$ cat src/rtl/idct_pkg.sv
// Shared IDCT constants, widths and types; also holds the Q11 cosine table used by idct_unit.
package idct_pkg;
   localparam int COEF_W    = 12;
   localparam int CONST_W   = 12;
   localparam int FRAC_BITS = 11;
   localparam int TERMS     = 8;
   localparam int OUT_W     = 8;

   function automatic int acc_width(input int coef_w, input int const_w, input int terms);
      return coef_w + const_w + $clog2(terms);
   endfunction

   localparam int ACC_W = acc_width(COEF_W, CONST_W, TERMS);
   localparam int CNT_W = $clog2(TERMS);
   localparam int R_W   = ACC_W - FRAC_BITS;

   typedef logic signed [COEF_W-1:0]  coef_t;
   typedef logic signed [CONST_W-1:0] const_t;
   typedef logic signed [ACC_W-1:0]   acc_t;
   typedef logic        [OUT_W-1:0]   pixel_t;

   typedef enum logic {ST_IDLE, ST_ACC} state_t;

   localparam acc_t ROUND_K = ACC_W'(1 << (FRAC_BITS - 1));

   // C(k) = cos(k*pi/16) in Q11, with C(0) carrying the 1/sqrt(2) DC normalisation.
   localparam const_t COS_Q11 [TERMS] = '{
      12'sd1448, 12'sd2009, 12'sd1892, 12'sd1703,
      12'sd1448, 12'sd1138, 12'sd784,  12'sd400
   };
endpackage

$ cat src/rtl/idct_macu_if.sv
// Coefficient input stream and pixel output stream of one idct_macu.
interface idct_macu_if;
   import idct_pkg::*;

   logic   in_valid;
   logic   in_ready;
   coef_t  in_coef;
   const_t in_const;
   logic   out_valid;
   logic   out_ready;
   pixel_t out_pixel;
   logic   out_sat;

   modport master (
      output in_valid, in_coef, in_const, out_ready,
      input  in_ready, out_valid, out_pixel, out_sat
   );

   modport slave (
      input  in_valid, in_coef, in_const, out_ready,
      output in_ready, out_valid, out_pixel, out_sat
   );
endinterface

$ cat src/rtl/idct_round_clamp.sv
// Rounds a Q11 accumulator sum to an integer sample and maps it to a pixel.
// IDCT_MACU_CLAMP_EN: level-shift by +128 and saturate to unsigned; otherwise wrap as signed.
module idct_round_clamp
   import idct_pkg::*;
(
   input  acc_t   sum,
   output pixel_t pixel,
   output logic   sat
);
   acc_t                   rounded;
   logic signed [R_W-1:0]  r;
   logic [FRAC_BITS-1:0]   unused_frac;

   // Taking the top bits after adding half an LSB is round-half-up with arithmetic shift.
   assign rounded     = sum + ROUND_K;
   assign r           = rounded[ACC_W-1:FRAC_BITS];
   assign unused_frac = rounded[FRAC_BITS-1:0];

`ifdef IDCT_MACU_CLAMP_EN
   logic signed [R_W:0] shifted;

   assign shifted = {r[R_W-1], r} + (R_W+1)'(1 << (OUT_W - 1));

   always_comb begin
      pixel = shifted[OUT_W-1:0];
      sat   = 1'b0;
      if (shifted[R_W]) begin
         pixel = '0;
         sat   = 1'b1;
      end else if (|shifted[R_W-1:OUT_W]) begin
         pixel = '1;
         sat   = 1'b1;
      end
   end
`else
   logic unused_hi;

   assign unused_hi = ^r[R_W-1:OUT_W];
   assign pixel     = r[OUT_W-1:0];
   assign sat       = 1'b0;
`endif
endmodule

$ cat src/rtl/idct_macu.sv
// IDCT multiply-accumulate: sums TERMS coef*const products per pixel, rounds/maps the
// result and holds it on a valid/ready output. Output mapping selected by IDCT_MACU_CLAMP_EN.
module idct_macu
   import idct_pkg::*;
(
   input  logic           clk,
   input  logic           rst,
   idct_macu_if.slave     io
);
   state_t           state_q, state_d;
   logic [CNT_W-1:0] cnt_q, cnt_d;
   acc_t             acc_q, acc_d;
   logic             out_valid_q, out_valid_d;
   pixel_t           out_pixel_q, out_pixel_d;
   logic             out_sat_q, out_sat_d;

   acc_t   product;
   acc_t   sum;
   pixel_t rc_pixel;
   logic   rc_sat;
   logic   last_cnt;
   logic   in_ready;
   logic   beat;

   assign product  = ACC_W'(io.in_coef) * ACC_W'(io.in_const);
   assign sum      = ((state_q == ST_IDLE) ? '0 : acc_q) + product;
   assign last_cnt = (cnt_q == CNT_W'(TERMS - 1));
   // Only the closing beat needs the output slot, so only it can stall.
   assign in_ready = !(last_cnt && out_valid_q && !io.out_ready);
   assign beat     = io.in_valid && in_ready;

   idct_round_clamp u_round_clamp (
      .sum   (sum),
      .pixel (rc_pixel),
      .sat   (rc_sat)
   );

   always_comb begin
      cnt_d       = cnt_q;
      acc_d       = acc_q;
      out_valid_d = out_valid_q;
      out_pixel_d = out_pixel_q;
      out_sat_d   = out_sat_q;

      if (out_valid_q && io.out_ready) begin
         out_valid_d = 1'b0;
      end

      if (beat) begin
         if (last_cnt) begin
            cnt_d       = '0;
            acc_d       = '0;
            out_valid_d = 1'b1;
            out_pixel_d = rc_pixel;
            out_sat_d   = rc_sat;
         end else begin
            cnt_d = cnt_q + 1'b1;
            acc_d = sum;
         end
      end

      state_d = (cnt_d == '0) ? ST_IDLE : ST_ACC;
   end

   always_ff @(posedge clk) begin
      if (rst) begin
         state_q     <= ST_IDLE;
         cnt_q       <= '0;
         acc_q       <= '0;
         out_valid_q <= 1'b0;
         out_pixel_q <= '0;
         out_sat_q   <= 1'b0;
      end else begin
         state_q     <= state_d;
         cnt_q       <= cnt_d;
         acc_q       <= acc_d;
         out_valid_q <= out_valid_d;
         out_pixel_q <= out_pixel_d;
         out_sat_q   <= out_sat_d;
      end
   end

   assign io.in_ready  = in_ready;
   assign io.out_valid = out_valid_q;
   assign io.out_pixel = out_pixel_q;
   assign io.out_sat   = out_sat_q;
endmodule

$ cat src/flat_wrapper.sv
// flat-port wrapper written by rule: the top's interface ports become plain ports
module idct_macu_flat import idct_pkg::*;
  (clk, rst, io_in_valid, io_in_coef, io_in_const, io_out_ready, io_in_ready, io_out_valid, io_out_pixel, io_out_sat);
  idct_macu_if io_i ();
  input  logic clk;
  input  logic rst;
  input wire logic [$bits(io_i.in_valid)-1:0] io_in_valid;
  input wire logic [$bits(io_i.in_coef)-1:0] io_in_coef;
  input wire logic [$bits(io_i.in_const)-1:0] io_in_const;
  input wire logic [$bits(io_i.out_ready)-1:0] io_out_ready;
  output wire logic [$bits(io_i.in_ready)-1:0] io_in_ready;
  output wire logic [$bits(io_i.out_valid)-1:0] io_out_valid;
  output wire logic [$bits(io_i.out_pixel)-1:0] io_out_pixel;
  output wire logic [$bits(io_i.out_sat)-1:0] io_out_sat;
  assign io_i.in_valid = io_in_valid;
  assign io_i.in_coef = io_in_coef;
  assign io_i.in_const = io_in_const;
  assign io_i.out_ready = io_out_ready;
  assign io_in_ready = io_i.in_ready;
  assign io_out_valid = io_i.out_valid;
  assign io_out_pixel = io_i.out_pixel;
  assign io_out_sat = io_i.out_sat;
  idct_macu u_core (.clk(clk), .rst(rst), .io(io_i));
endmodule
$ cat config.mk
export PLATFORM = sky130hd
export DESIGN_NAME = idct_macu_flat
export DESIGN_NICKNAME = d
export VERILOG_FILES = /design/src/rtl/idct_pkg.sv /design/src/rtl/idct_macu_if.sv /design/src/rtl/idct_round_clamp.sv /design/src/rtl/idct_macu.sv /design/src/flat_wrapper.sv
export SDC_FILE = /design/constraint.sdc
export NUM_CORES = 1
export LEC_CHECK = 0
export CAP_MARGIN = 30
export CELL_PAD_IN_SITES_DETAIL_PLACEMENT = 2
export CELL_PAD_IN_SITES_GLOBAL_PLACEMENT = 2
export CORE_UTILIZATION = 38
export DETAILED_ROUTE_END_ITERATION = 8
export PLACE_DENSITY = 0.82
export REMOVE_ABC_BUFFERS = 1
export SLEW_MARGIN = 0
export SYNTH_ARGS = -nofsm -noshare
export SYNTH_HDL_FRONTEND = slang
export SYNTH_SLANG_ARGS = --single-unit
$ cat constraint.sdc
create_clock -name clk -period 9.5 [get_ports clk]
set_input_delay 2.375 -clock clk [delete_from_list [all_inputs] [get_ports clk]]
set_output_delay 2.375 -clock clk [all_outputs]
set_load 0.1 [all_outputs]
==> metrics.txt, run 1 <==
status complete, no violations; Post-synth EDFFs 0; clk root buf clkbuf_16; Max Root-Sink Buffers 2; final hold vios 0; cell mode on critical path fa_1; Routed Antenna Nets 0; final slew viol count 0; Initial Util between 30% and 40%; initial antenna violation count 0; Critical Path RT 9.72 ns; CTS Sinks 32; post-synthesis area per instance 8.39 sq um; largest net degree at the start of global routing 33; Worst Hold Class flop to flop; FP Rows 48; DP HPWL 19700 um; vias in the first global route 6853; die footprint between 0.015 and 0.02 sq mm; layout cells sized above 1 8.04%; Max Cap Viol 0; DR iter-0 viols between 150 and 200; CP startpoint kind primary input; fill count roughly 1900; GP Congestion 0.838; most frequent cells in the layout 155 x inv_1, 106 x fa_1, 86 x nand2_1, 85 x and2_1, 67 x ha_1; clk_lat worst skew 0.28 ns; crit share post-route a little over nine tenths; Overflow after GRT 0; WP data arrival 9.46 ns; worst-margin pin slew 0.980 ns; worst path bufs/invs 6; routed len/inst 21.9 um; Area growth syn-to-layout 13.9%; Final min period 9.24 ns; FMAX 108 MHz; CP max FO 7; Ports 39; CP top delay family adder cells; CTS tree done; Nets about 1100; Cells after DPL 1074; GRT Total Usage between 20% and 30%; crit end category flop; worst rel slew slack 34.4%; Via density 5.27; slowest stage delay, CP 0.59 ns; Synthesis Warnings 0; first-pass GRT wire length 37900 um; final core utilization 44.7%; final clock skew 0.00620 ns; Non-Filler Instances 1083; number of buffers created by CTS 5; Syn Std Cell Area 0.00684 sq mm; cells after synthesis 815; FF+latch count, synth 32; DR pass1 iterations 4; asr flop ratio synth 0%; number of H-tree levels 2; unique cell type count in the Yosys netlist 60; Multi-input gate area between 0.005 and 0.006 sq mm; total negative slack 0 ns; register area share after synthesis 9.36%; Die Wd 136 um; Worst path slowest cell clkdlybuf4s50_1; Antenna diodes 0; core box area about 0.017 sq mm; post-CTS setup buffer count 0; critical path type primary input to flop; die height 136 um; commonest non-fill, non-tap cell in the layout inv_1; # hold bufs at CTS 0; Port Buf Inserts 37; via total after detailed routing 5709; ys flop type dfxtp_1; Worst-path clk slew 0.06 ns; register area 641 sq um; Final setup viols 0; drt total wl 23700 um; DRC 0
==> layout make-up <==
cell class / count / share of cell area, %
Inverter: 156 / 7.51
Clock inverter: 3 / 0.594
Tap cell: 225 / 3.61
Sequential cell: 32 / 8.22
Timing Repair Buffer: 69 / 7.72
Multi-Input combinational cell: 593 / 70.7
Clock buffer: 5 / 1.61
==> tightest hold or removal path: stages (launching register included) <==
cell	delay, ns
dfxtp_1	0.31
nand2_1	0.05
a21oi_1	0.06
==> repair_timing <==
action	4_1_cts	5_1_grt
setup endpoints to repair	4	6
gates resized for setup	9	32
hold endpoints to repair	0	0
pin swaps	0	1
==> synthesized netlist by cell type (11+ instances only) <==
cell      count  area [sq um]
a21oi_1      23           115
a22oi_1      11          82.6
and2_1       85           532
clkbuf_1     29           109
dfxtp_1      32           641
fa_1        106          2120
ha_1         67           838
inv_1       156           586
nand2_1      86           323
nor2_1       59           221
nor3_1       14          70.1
xnor2_1      34           298
==> per-stage QoR <==
step                      worst slack (ns)  cell area, sq um  hold WS (ns)
final                                0.264              7790         0.469
after global routing               -0.0677              7790         0.497
after CTS                           0.0158              7740         0.466
after detailed placement            -0.278              7580         0.456
after global placement               0.132              7580         0.435
after floorplan                       1.20              6700         0.421
==> registers in the layout, indices dropped and copies added (netlist names) <==
| name | count |
|---|---|
| u_core.acc_q | 19 |
| u_core.io.out_pixel | 8 |
| u_core.cnt_q | 3 |
| u_core.io.out_valid | 1 |
| u_core.state_q | 1 |
==> per-layer routing <==
metal  vias up  track usage, %  wire length (um)
met5         -               0                 0
met4         0            6.17               442
met3        30            1.42               542
met2        92            53.1             13100
met1      2978            31.8              9660
li1       2609               -                 -
==> kinds of logic (layout without fill, tap and decap cells) <==
family	Yosys count	count (layout)	share of synthesized area (%)
AND/OR/NAND/NOR	275	275	20.0
buffers and inverters	190	233	10.6
adder cells (fa/ha/maj)	173	173	43.3
AO/OA/AOI/OAI	98	98	10.2
XOR/XNOR	45	45	6.24
flip-flops	32	32	9.36
other	1	1	0.0548
multiplexers	1	1	0.165
==> final timing paths <==
path | from | endpoint | slack, ns | depth (start not counted)
worst min-delay path | u_core.io.out_pixel[0]$_SDFFE_PP0P_ | u_core.io.out_pixel[0]$_SDFFE_PP0P_ | 0.47 | 2
worst min register to register | u_core.io.out_pixel[0]$_SDFFE_PP0P_ | u_core.io.out_pixel[0]$_SDFFE_PP0P_ | 0.47 | 2
worst max register to register | u_core.state_q$_SDFF_PP0_ | u_core.io.out_pixel[7]$_SDFFE_PP0P_ | 5.55 | 14
worst max-delay path | io_in_const[8] | u_core.io.out_pixel[7]$_SDFFE_PP0P_ | 0.26 | 27
Power of run 1 is left out: the tool's default activity adds up to more than one toggle a clock period on the data nets, which glitch-free logic cannot reach.
==> run 2, diff against run 1 <==
--- a/config.mk
+++ b/config.mk
@@ -8,10 +8,12 @@
 export CAP_MARGIN = 30
 export CELL_PAD_IN_SITES_DETAIL_PLACEMENT = 2
 export CELL_PAD_IN_SITES_GLOBAL_PLACEMENT = 2
+export CORE_MARGIN = 5
 export CORE_UTILIZATION = 38
 export DETAILED_ROUTE_END_ITERATION = 8
 export PLACE_DENSITY = 0.82
 export REMOVE_ABC_BUFFERS = 1
+export SKIP_LAST_GASP = 1
 export SLEW_MARGIN = 0
 export SYNTH_ARGS = -nofsm -noshare
 export SYNTH_HDL_FRONTEND = slang
==> run 2 against run 1 <==
  * Design area decreased by 0.18%
  * Routed wire length decreased by 8.2%
  * Non-clock buffer count decreased by 3
  * Worst hold slack improved by 0.0038 ns
  * Highest routed layer unchanged
  * Via count decreased by 2.8%
  * Flip-flop and latch count unchanged
  * Cell count about the same
==> metrics.txt, run 2 (synthesis gave the netlist of run 1 again) <==
GRT Total Usage 22.0% (-5.1 points); Ports 39 (unchanged); first-pass GRT wire length 36100 um (-4.7%); Max Cap Viol 0 (unchanged); worst rel slew slack 34.5% (+0.091 points); clk root buf clkbuf_16; register with the most flip-flops u_core.acc_q; Nets 1055 (-0.28%); Worst Hold Class flop to flop; largest net degree at the start of global routing 33 (unchanged); FMAX 109 MHz (+0.74%); crit share post-route 96.5% (-0.72 points); Cells after DPL 1076 (+0.19%); Routed Antenna Nets 0 (unchanged); Port Buf Inserts 37 (unchanged); hold_sp u_core.io.out_pixel[2]$_SDFFE_PP0P_; Worst path slowest cell fa_1; DR pass1 iterations 5 (+1); routed len/inst 20.1 um (-8.3%); Area growth syn-to-layout 13.7%; vias in the first global route 6726 (-1.9%); CP max FO 7 (unchanged); CTS Sinks 32 (unchanged); Non-Filler Instances 1084 (+0.092%); final clock skew 0.00431 ns (-0.00190 ns); number of flip-flops under the largest register name 19 (unchanged); final core utilization 43.6% (-1.1 points); worst-margin pin slew 0.979 ns (-0.00136 ns); cell mode on critical path fa_1; fill count 1987 (+2.2%); die footprint 0.0208 sq mm (+12%); final hold vios 0 (unchanged); WP data arrival 9.35 ns (-0.11 ns); final slew viol count 0 (unchanged); die height 144 um (+5.9%); Max Root-Sink Buffers 2 (unchanged); worst path bufs/invs 5 (-1); drt total wl 21800 um (-8.2%); CTS tree done; CP startpoint kind primary input; post-CTS setup buffer count 0 (unchanged); core box area 0.0178 sq mm (+2.4%); Final min period 9.17 ns (-0.0681 ns); crit end category flop; DP HPWL 18600 um (-5.6%); via total after detailed routing 5550 (-2.8%); initial antenna violation count 0 (unchanged); Critical Path RT 9.68 ns (-0.04 ns); Initial Util 38.3% (-0.93 points); commonest non-fill, non-tap cell in the layout inv_1; critical path type primary input to flop; CP Launch Point io_in_const[5]; GP Congestion 0.846 (+1.0%); DRC 0 (unchanged); number of H-tree levels 2 (unchanged); slowest stage delay, CP 0.56 ns (-0.03 ns); # hold bufs at CTS 0 (unchanged); Die Wd 144 um (+5.9%); Final setup viols 0 (unchanged); status complete, no violations; Overflow after GRT 0 (unchanged); FP Rows 49 (+2.1%); Antenna diodes 0 (unchanged); DR iter-0 viols 171 (-7.6%); most frequent cells in the layout 156 x inv_1, 106 x fa_1, 85 x nand2_1, 85 x and2_1, 67 x ha_1; clk_lat worst skew 0.28 ns (about the same); layout cells sized above 1 6.55% (-1.5 points); worst r2r src u_core.state_q$_SDFF_PP0_; Via density 5.12 (-2.9%); number of buffers created by CTS 5 (unchanged); CP top delay family adder cells; Worst-path clk slew 0.05 ns (about the same)
==> run 2: cell types whose count changed in the layout (fill, tap and decap cells not counted), sizes merged <==
cell,change
inv,-1
dlymetal6s2s,+6
clkbuf,-3
bufinv,-1
clkdlybuf4s50,-1
buf,-3
==> run 2: cell type report <==
class	instances	area [sq um]	share of cell area (%)
clock buffers	7	143	1.83
clock inverters	1	7.51	0.0965
inverters	156	586	7.53
multi-input cells	593	5500	70.8
flip-flops and latches	32	641	8.24
well taps	229	287	3.68
repair buffers	66	612	7.87
==> run 2: repair_timing <==
item / 4_1_cts / 5_1_grt
pin swaps: 0 / 0
gates cloned: 0 / 0
setup endpoints to repair: 2 / 6
gates resized for setup: 5 / 23
==> run 2: per-stage QoR <==
step / cell area (sq um) / worst slack, ns / setup TNS (ns) / hold WS, ns
2_1_floorplan: 6700 / 1.20 / 0 / 0.421
3_3_place_gp: 7570 / 0.0681 / 0 / 0.434
3_5_place_dp: 7570 / -0.362 / -0.964 / 0.453
4_1_cts: 7730 / 0.00975 / 0 / 0.475
5_1_grt: 7780 / -0.0155 / -0.0155 / 0.501
6_report: 7780 / 0.332 / 0 / 0.472
==> run 2: path summary, 6_finish.rpt <==
kind / endpoint / cells past startpoint / slack [ns]
max: u_core.io.out_pixel[6]$_SDFFE_PP0P_ / 26 / 0.33
min: u_core.io.out_pixel[2]$_SDFFE_PP0P_ / 2 / 0.47
max reg2reg: u_core.io.out_pixel[7]$_SDFFE_PP0P_ / 14 / 5.68
min reg2reg: u_core.io.out_pixel[2]$_SDFFE_PP0P_ / 2 / 0.47
==> run 2: worst reg2reg max path, cell delays in order (launching register included) <==
cell      delay, ns
dfxtp_1        0.71
and2_1         0.23
ha_1           0.24
inv_1          0.07
fa_1           0.42
nor2b_4        0.17
o31a_4         0.17
o21a_1         0.19
a21boi_1       0.11
o311ai_4       0.33
or3b_4         0.46
nor4_4         0.23
xor2_1         0.18
nand2_1        0.09
a21oi_2        0.16
==> run 2: routing by layer <==
layer / routed length, um / vias up / global-route usage [%]
met5: 0 / - / 0
met3: 281 / 25 / 0.926
met1: 9300 / 2863 / 27.7
li1: - / 2599 / -
met2: 11800 / 63 / 41.8
met4: 403 / 0 / 4.57
Power of run 2 is left out for the same reason.
